`src/rtl/pwm_peripheral.sv`:
```
// pwm_peripheral: sixteen chip outputs, each forced low, forced high, or
// driven by one shared 8-bit PWM waveform with a double-buffered duty cycle.
//
// Ports:
//   clk, rst_n          system clock, asynchronous active-low reset
//   en_reg_out_7_0/15_8 per-bit output enable (0 = forced low)
//   en_reg_pwm_7_0/15_8 per-bit PWM select (0 = static high when enabled)
//   pwm_duty_cycle      requested duty, sampled only at a period boundary
//   uo_out, uio_out     registered output bits 7:0 and 15:8
//   period_start        one-clk pulse in the first cycle of each PWM period
module pwm_peripheral #(
   parameter int unsigned PRESCALE_DIV = 13
) (
   input  logic       clk,
   input  logic       rst_n,
   input  logic [7:0] en_reg_out_7_0,
   input  logic [7:0] en_reg_out_15_8,
   input  logic [7:0] en_reg_pwm_7_0,
   input  logic [7:0] en_reg_pwm_15_8,
   input  logic [7:0] pwm_duty_cycle,
   output logic [7:0] uo_out,
   output logic [7:0] uio_out,
   output logic       period_start
);

   // A divide-by-one prescaler still needs a 1-bit register to exist.
   localparam int unsigned PW =
      (PRESCALE_DIV > 1) ? $clog2(PRESCALE_DIV) : 1;
   localparam logic [PW-1:0] PRE_MAX = PW'(PRESCALE_DIV - 1);

   logic [PW-1:0] pre_cnt_q;
   logic [PW-1:0] pre_cnt_d;
   logic [7:0]    pwm_cnt_q;
   logic [7:0]    pwm_cnt_d;
   logic [7:0]    duty_q;
   logic [7:0]    duty_d;
   logic [15:0]   out_q;
   logic [15:0]   out_d;
   logic          ps_q;
   logic          ps_d;

   logic          tick;
   logic          boundary;
   logic          pwm_level;
   logic [15:0]   en_out;
   logic [15:0]   en_pwm;

   assign en_out = {en_reg_out_15_8, en_reg_out_7_0};
   assign en_pwm = {en_reg_pwm_15_8, en_reg_pwm_7_0};

   assign tick     = (pre_cnt_q == PRE_MAX);
   assign boundary = tick && (pwm_cnt_q == 8'hFF);

   // 0xFF is special-cased so a full-scale duty never drops for the
   // last count step of the period.
   assign pwm_level = (duty_q == 8'hFF) ? 1'b1 : (pwm_cnt_q < duty_q);

   always_comb begin
      pre_cnt_d = pre_cnt_q;
      pwm_cnt_d = pwm_cnt_q;
      duty_d    = duty_q;
      ps_d      = 1'b0;

      if (tick) begin
         pre_cnt_d = '0;
         pwm_cnt_d = pwm_cnt_q + 8'd1;
      end else begin
         pre_cnt_d = pre_cnt_q + PW'(1);
      end

      // The shadow duty is loaded on the same edge the counter wraps,
      // so every period runs with a single, stable compare value.
      if (boundary) begin
         duty_d = pwm_duty_cycle;
         ps_d   = 1'b1;
      end
   end

   always_comb begin
      out_d = '0;
      for (int i = 0; i < 16; i++) begin
         if (en_out[i]) begin
            out_d[i] = en_pwm[i] ? pwm_level : 1'b1;
         end
      end
   end

   always_ff @(posedge clk or negedge rst_n) begin
      if (!rst_n) begin
         pre_cnt_q <= '0;
         pwm_cnt_q <= '0;
         duty_q    <= '0;
         out_q     <= '0;
         ps_q      <= 1'b0;
      end else begin
         pre_cnt_q <= pre_cnt_d;
         pwm_cnt_q <= pwm_cnt_d;
         duty_q    <= duty_d;
         out_q     <= out_d;
         ps_q      <= ps_d;
      end
   end

   assign uo_out       = out_q[7:0];
   assign uio_out      = out_q[15:8];
   assign period_start = ps_q;

endmodule

```
`config.mk`:
```
export PLATFORM = sky130hd
export DESIGN_NAME = pwm_peripheral
export DESIGN_NICKNAME = d
export VERILOG_FILES = /design/src/rtl/pwm_peripheral.sv
export SDC_FILE = /design/constraint.sdc
export NUM_CORES = 1
export LEC_CHECK = 0
export ABC_AREA = 1
export CORE_MARGIN = 2
export CORE_UTILIZATION = 25
export DETAILED_ROUTE_END_ITERATION = 7
export PLACE_DENSITY = 0.5
export SLEW_MARGIN = 0
export SYNTH_ARGS = -nofsm -noshare
export SYNTH_HDL_FRONTEND = slang
export SYNTH_SLANG_ARGS = --single-unit
```
`constraint.sdc`:
```
create_clock -name clk -period 4.45 [get_ports clk]
set_clock_uncertainty 0.15 [all_clocks]
set_input_delay 0.445 -clock clk [delete_from_list [all_inputs] [get_ports clk]]
set_output_delay 0.445 -clock clk [all_outputs]
set_load 0.05 [all_outputs]
```
# --- Yosys cells after proc, flatten, opt, wreduce, memory -nomap -nowiden ---
# Index checks and enable logic that the tools add are counted.
totals:
  register_bits: 37
  in_bits: 42
  output_inout_bits: 17
  word_cells: 47
classes:
  addsub: 2
  order_cmp: 1
  eq_ne: 3
  muxes: 35
  reduce_logical: 1
op_table:
  columns: ["operator", "n"]
  rows:
  - ["two-way mux 1 bit", 34]
  - ["equality test 8 bit (second input constant)", 2]
  - ["adder 8 x 1 -> 8 bit (second input constant)", 1]
  - ["< comparator 8 bit", 1]
  - ["adder 4 x 1 -> 4 bit (second input constant)", 1]
  - ["equality test 4 bit (second input constant)", 1]
  - ["two-way mux 4 bit", 1]
  - ["logical AND 1 bit", 1]

# --- Depth between registers and ports, before layout ---
# Gate-level depths: netlist (run 1).
logic_depth:
  word_depth: 4
  depth_mapped: 12
  ltp_nobuf: 11

# --- Worst setup path before layout (run 1) ---
# No wires, ideal clock.
synth_path:
  path_type: "flip-flop to flip-flop"
  from: "register pwm_cnt_q[5]"
  to: "register out_q[10]"
  setup_ns: 0.063
  t_arrival_ns: 1.473
  setup_slack_ns: 2.764
  stages_incl_launch_ff: 10
  period_less_slack_ns: 1.686
  path_cell_list: "dfrtp_1 -> ha_1 -> a21oi_1 -> nor2_1 -> nor3_1 -> nand2_1 -> buf_2 -> nand3_1 -> nand2_1 -> inv_1"
synth_via:
  elab_chain_len: 4
synth_rtl:
  columns: ["element", "line", "source"]
  rows:
  - ["from (decl)", "33", "logic [7:0] pwm_cnt_q;"]
  - ["from (signal assigned)", "97", "pwm_cnt_q <= pwm_cnt_d;"]
  - ["< comparator 8 bit", "56", "assign pwm_level = (duty_q == 8'hFF) ? 1'b1 : (pwm_cnt_q < duty_q);"]
  - ["two-way mux 1 bit", "56", null]
  - ["two-way mux 1 bit", "83", "out_d[i] = en_pwm[i] ? pwm_level : 1'b1;"]
  - ["two-way mux 1 bit", "82", "if (en_out[i]) begin"]
  - ["net out_d[10]", "38", "logic [15:0] out_d;"]
  - ["to (signal assigned)", "99", "out_q <= out_d;"]
  - ["to (decl)", "37", "logic [15:0] out_q;"]
# The timed path passes the listed nets, and every way through them passes these cells.
# A chain may end at the register's enable or synchronous reset.

# --- Worst setup path after layout (run 1) ---
layout_path:
  from: "register out_q[7]"
  to: "output port uo_out[7]"
layout_lines:
  columns: ["element", "line", "source"]
  rows:
  - ["to (decl)", "21", "output logic [7:0] uo_out,"]
# No word-level cell between the ends.

==> results.ini, run 1 <==
[worst_setup_path]
cp.required_ns = 3.86
path_cells = clkdlybuf4s50_1
cp-end-kind = output port
slowest_delay_ns = 0.80
cp-startpoint = out_q[7]$_DFF_PN0_
critPathArrivalTime_ns = 1.43
worst-path-buf-inv = 1
path_max_fanout = 1
path_delay_family = buffers and inverters
cp-start-kind = flop
r2r_start = pwm_cnt_q[5]$_DFFE_PN0P_
crit_slowest_cell = clkdlybuf4s50_1
worstSetupPathType = reg2out

[pwr]
cellPowerDensity_nw_per_um2 = 294
p_total_mw = 0.735
ir_drop_uv = 125
leakagePower_nw = 1.29

[synth]
syn_nets = 245
synthCells = 193
synth_top_area_share_pct = 53.9
synthTopCellsByArea = dfrtp_1, nand2_1, inv_1
syn_area_per_cell_sq_um = 8.89
synth-simple-area-share_pct = 24.9
synth_cell_types = 19
yosys.area_share.adder_pct = 7.29
yosys_warnings = 0
syn_area_sq_um = 1720
synth_top_family_by_area = simple AND/OR/NAND/NOR gates
synth-compound-area-share_pct = 1.17
ys_ff_latch = 37
synthMuxAreaShare_pct = 0
synth_top_area_cell = dfrtp_1
seq_area_frac_synth_pct = 53.9
synthXorXnorAreaFrac_pct = 4.08

[layout]
finalNonFillerCells = 337
drive_gt1_share_pct = 5.84
antennaDiodeCount = 0
seq_area_sq_um = 926
fin_nets = 308
multi_input_area_sq_um = 643
fin_area_sq_um = 2500
synthToLayoutAreaGrowth_pct = 45.6
filler_cell_count = 686

[place]
place_area_sq_um = 2380
gp_congestion = 0.748
dp_hpwl_um = 2860
dp.cells = 329
io_buffers = 58
dp_slack_ns = 2.44

[run_status]
outcome = completed

[global_routing]
grt_overflow = 0
antenna_found_initial = 0
first_global_vias = 1298
grt_util_all_layers_pct = 10.8
grt_pass1_wl_um = 6090
grt_max_degree = 38

[die]
coreArea_sq_um = 6720
die-area_sq_um = 7550
pin_count = 59
die_y_um = 86.9
rows = 30
start_util_pct = 25.5
chipWidth_um = 86.9

[cts]
cts_made_buffers = 5
cts_buffer_depth = 2
cts-root-buf = clkbuf_8
cts_resized = 0
htreeDepth = 2
insertion_delay_ns = 0.29
clkTransAtPathRegs_ns = 0.07
cts_setup_buffers = 0
cts_tree = built
holdBufCountCts = 0
clkSinkCount = 37

[sta]
drv_slew = 0
hold_violations = 0
maxSlewHeadroom_pct = 46.2
clock.fmax_ghz = 0.494
setup_tns_ns = 0
rsz0062_at_grt = no
fin_ws_ns = 2.42
min_period_ns = 2.03
finalSetupViolCount = 0
period_share_pct = 45.5
worstMarginPinSlew_ns = 0.807

[drt]
dr.pass1.iters = 4
totalWireLength_um = 3690
vias = 1366
first_iter_violations = 83
remaining_drc_errors = 0
via_per_inst = 4.05
postRouteAntennaNets = 0
wl_per_cell_um = 10.9

[min_path]
hold_class = in2async

[run]
cap_violations = 0

[sequential cells by signal, summed over array words and instances (netlist names)]
register / cells
period_start: 1
pwm_cnt_q: 8
pre_cnt_q: 4
out_q: 16
duty_q: 8
[through the flow]
step	hold WS, ns	utilization [%]
global route	0.175	37.2
CTS	0.141	37.2
detailed placement	0.338	35.5
finish	0.0869	37.2
floorplan	-0.000591	-
global placement	0.334	35.5
[synthesized netlist by cell type, drive strengths merged]
cell type  instances
clkbuf             1
inv               37
nor3               6
ha                10
nor2               6
xor2               6
o21ai              1
nand3             20
a21oi              3
nand2             61
buf                1
dfrtp             37
xnor2              2
nand4              2
[layout make-up]
cell class | instances | share of cell area, %
tap | 80 | 4.00
clock inverter | 1 | 1.20
inverter | 37 | 5.56
timing repair buffer | 58 | 23.0
clock buffer | 7 | 3.45
sequential | 37 | 37.0
multi-input combinational | 117 | 25.7
[kinds of logic after synthesis]
| group | after synthesis |
|---|---|
| flops | 37 |
| compound gates | 4 |
| buf+inv | 39 |
| simple gates | 95 |
| fa+ha+maj | 10 |
| xor+xnor | 8 |
[cell usage in the layout, fill, tap and decap left out]
cell | synthesis | layout
nand2_1 | 60 | 60
inv_1 | 35 | 35
clkbuf_1 | 1 | 1
xnor2_1 | 2 | 2
nor3_1 | 5 | 5
ha_1 | 10 | 10
o21ai_0 | 1 | 1
clkbuf_8 | 0 | 6
xor2_1 | 6 | 6
nor2_1 | 4 | 4
clkdlybuf4s50_1 | 0 | 57
nand4_1 | 2 | 2
dfrtp_1 | 37 | 37
nor3_4 | 1 | 1
nand3_1 | 19 | 19
nand2_2 | 1 | 1
buf_2 | 1 | 1
bufinv_16 | 0 | 1
inv_2 | 2 | 2
nand3_2 | 1 | 1
a21oi_1 | 3 | 3
nor2_4 | 2 | 2
[worst paths after layout]
path                                       endpoint  slack (ns)  cells past startpoint
max                                       uo_out[7]        2.42                      1
min                        pwm_cnt_q[0]$_DFFE_PN0P_        0.09                      1
max reg2reg                     out_q[15]$_DFF_PN0_        2.47                      8
min reg2reg                  pre_cnt_q[3]$_DFF_PN0_        0.34                      1
max in group asynchronous  pwm_cnt_q[4]$_DFFE_PN0P_        3.55                      1
min in group clk             pre_cnt_q[3]$_DFF_PN0_        0.34                      1
[where the power goes]
group,leakage (nW),internal (mW),switching [mW]
sequential,0.418,0.343,0.00177
clock,0.0585,0.183,0.117
combinational,0.810,0.0454,0.0445
[worst reg2reg max path, delay by kind of cell (launching register included)]
kind | cells | cell delay [ns]
and+or+nand+nor | 5 | 0.82
AOI/OAI and AO/OA | 1 | 0.16
adders and majority gates | 1 | 0.33
buffers and inverters | 1 | 0.05
DFF | 1 | 0.43
[metal layers]
layer  share of wire, %  wire length [um]  up-vias  global-route usage (%)
li1                   -                 -      714                       -
met1                 44              1620      608                    13.6
met2                 46              1690       40                    16.0
met3                9.2               340        4                    5.50
met4               0.98                36        0                    3.41
met5                  0                 0        -                       0
No activity file was read; power rests on OpenSTA's default activity.
==> inputs of run 2 (changes only) <==
==> constraint.sdc (replaced) <==
create_clock -name clk -period 2.05 [get_ports clk]
set_clock_uncertainty 0.15 [all_clocks]
set_input_delay 0.205 -clock clk [delete_from_list [all_inputs] [get_ports clk]]
set_output_delay 0.205 -clock clk [all_outputs]
set_load 0.05 [all_outputs]
==> run 2 against run 1 <==
Effect of this change:
- global-route usage rose by 0.48 points
- sequential share of layout area decreased by 0.80 points
- clock-buffer cell count did not move
- largest cell class unchanged
- largest power group unchanged
==> results.ini, run 2 (same netlist as run 1, synthesis figures left out) <==
[worst_setup_path]
cp.required_ns = 2.12  ; -1.74 ns
worstRegToRegCells = 11  ; +3
critPathArrivalTime_ns = 1.97  ; +0.54 ns
path_max_fanout = 9  ; +8
worstSetupPathType = reg2reg
cp-start-kind = flop
cp-end-kind = flop

[drt]
via_per_inst = 3.97  ; -2.0%
postRouteAntennaNets = 0  ; unchanged
remaining_drc_errors = 0  ; unchanged
totalWireLength_um = 3770  ; +2.2%
first_iter_violations = 63  ; -24%
vias = 1362  ; -0.29%
wl_per_cell_um = 11.0  ; +0.46%
dr.pass1.iters = 4  ; unchanged

[place]
dp_hpwl_um = 2850  ; -0.46%
dp.cells = 332  ; +0.91%
place_area_sq_um = 2410  ; +0.94%
io_buffers = 58  ; unchanged
dp_slack_ns = 0.0976  ; -2.35 ns
gp_congestion = 0.745  ; -0.39%

[layout]
synthToLayoutAreaGrowth_pct = 48.8
filler_cell_count = 694  ; +1.2%
fin_nets = 315  ; +2.3%
reg_top3 = out_q (16), duty_q (8), pwm_cnt_q (8)
largest_register_ffs = 16  ; unchanged
layout_common_cells = nand2_1, clkdlybuf4s50_1, dfrtp_1
fin_area_sq_um = 2550  ; +2.2%
final_util_pct = 38.0  ; +0.82 points
seq_area_sq_um = 926  ; unchanged
multi_input_area_sq_um = 661  ; +2.7%
final_common_cell = nand2_1
antennaDiodeCount = 0  ; unchanged
drive_gt1_share_pct = 9.13  ; +3.3 points
finalNonFillerCells = 343  ; +1.8%
top_register = out_q

[sta]
finalSetupViolCount = 0  ; unchanged
period_share_pct = 92.6
maxSlewHeadroom_pct = 64.3  ; +18 points
fin_ws_ns = 0.152  ; -2.27 ns
fin_hold_ws_ns = 0.279  ; +0.192 ns
setup_tns_ns = 0  ; unchanged
worstMarginPinSlew_ns = 0.533  ; -0.274 ns
hold_violations = 0  ; unchanged
clock.fmax_ghz = 0.527
min_period_ns = 1.90
drv_slew = 0  ; unchanged

[die]
die-area_sq_um = 7550  ; unchanged
rows = 30  ; unchanged
pin_count = 59  ; unchanged
die_y_um = 86.9  ; unchanged
start_util_pct = 25.5  ; unchanged
coreArea_sq_um = 6720  ; unchanged
chipWidth_um = 86.9  ; unchanged

[pwr]
p_total_mw = 1.46  ; +99%
leakagePower_nw = 1.31  ; +1.8%
seqPwrFrac_pct = 51.3  ; +4.3 points
cellPowerDensity_nw_per_um2 = 572  ; +94%
ir_drop_uv = 181  ; +44%
pwr-share-clk_pct = 35.1  ; -5.7 points
switching_share_pct = 23.8  ; +1.5 points
power.switching_mw = 0.347  ; +110%
power_frac_comb_pct = 13.6  ; +1.4 points
p_int_mw = 1.11  ; +95%

[cts]
clkTransAtPathRegs_ns = 0.07  ; about the same
clkSinkCount = 37  ; unchanged
insertion_delay_ns = 0.29  ; about the same
htreeDepth = 2  ; unchanged
cts_buffer_depth = 2  ; unchanged
cts-root-buf = clkbuf_8
cts_tree = built
cts_made_buffers = 5  ; unchanged

[global_routing]
grt_util_all_layers_pct = 11.3  ; +0.48 points
grt_max_degree = 38  ; unchanged
grt_pass1_wl_um = 6490  ; +6.7%
antenna_found_initial = 0  ; unchanged
first_global_vias = 1394  ; +7.4%
grt_overflow = 0  ; unchanged

[min_path]
hold_class = in2reg
holdPathStages = 3

[run_status]
outcome = completed

[run]
cap_violations = 0  ; unchanged

## run 2: power by group through the flow
stage,logic (mW),registers (mW),clock network (mW)
final,0.199,0.750,0.512
after global routing,0.213,0.751,0.555
after CTS,0.203,0.750,0.529
after detailed placement,0.200,0.764,0
after global placement,0.201,0.763,0
after floorplan,0.0117,0.823,0
## run 2: area by class of cell
cell class              instances  area share, %
repair buffers                 65           25.2
inverters                      37           5.44
clock buffers                   7           3.38
well taps                      80           3.92
flip-flops and latches         37           36.2
multi-input cells             117           25.9
## run 2: worst max-delay path, cell delays in order, from the launching register on
cell	delay [ns]
dfrtp_1	0.40
inv_2	0.08
ha_2	0.17
nand2_1	0.08
nor2_4	0.16
nand2_2	0.09
nor2_4	0.13
nand3_4	0.09
nor3_4	0.22
buf_12	0.15
nand2_1	0.06
nand2_1	0.05
## run 2: layer usage
metal | vias to the layer above | part of all wire [%] | global-route usage, %
met2 | 43 | 43 | 16.7
met1 | 585 | 45 | 13.7
li1 | 724 | - | -
met4 | 0 | 1.9 | 4.40
met3 | 10 | 9.9 | 6.16
met5 | - | 0 | 0
## run 2: timing repair
| item | 4_1_cts | 5_1_grt |
|---|---|---|
| gates resized for setup | 0 | 5 |
| hold buffers | 1 | 0 |
| setup endpoints to repair | 0 | 24 |
| hold endpoints to repair | 37 | 0 |
| buffers inserted | 0 | 3 |
## run 2: final timing paths
check | endpoint | from | slack [ns]
max in group asynchronous | out_q[4]$_DFF_PN0_ | rst_n | 1.08
hold reg to reg | duty_q[4]$_DFFE_PN0P_ | duty_q[4]$_DFFE_PN0P_ | 0.33
min in group asynchronous | pwm_cnt_q[1]$_DFFE_PN0P_ | rst_n | 0.34
hold / removal | out_q[3]$_DFF_PN0_ | en_reg_out_7_0[3] | 0.28
setup reg to reg | duty_q[0]$_DFFE_PN0P_ | pre_cnt_q[0]$_DFF_PN0_ | 0.15
setup / recovery | duty_q[0]$_DFFE_PN0P_ | pre_cnt_q[0]$_DFF_PN0_ | 0.15
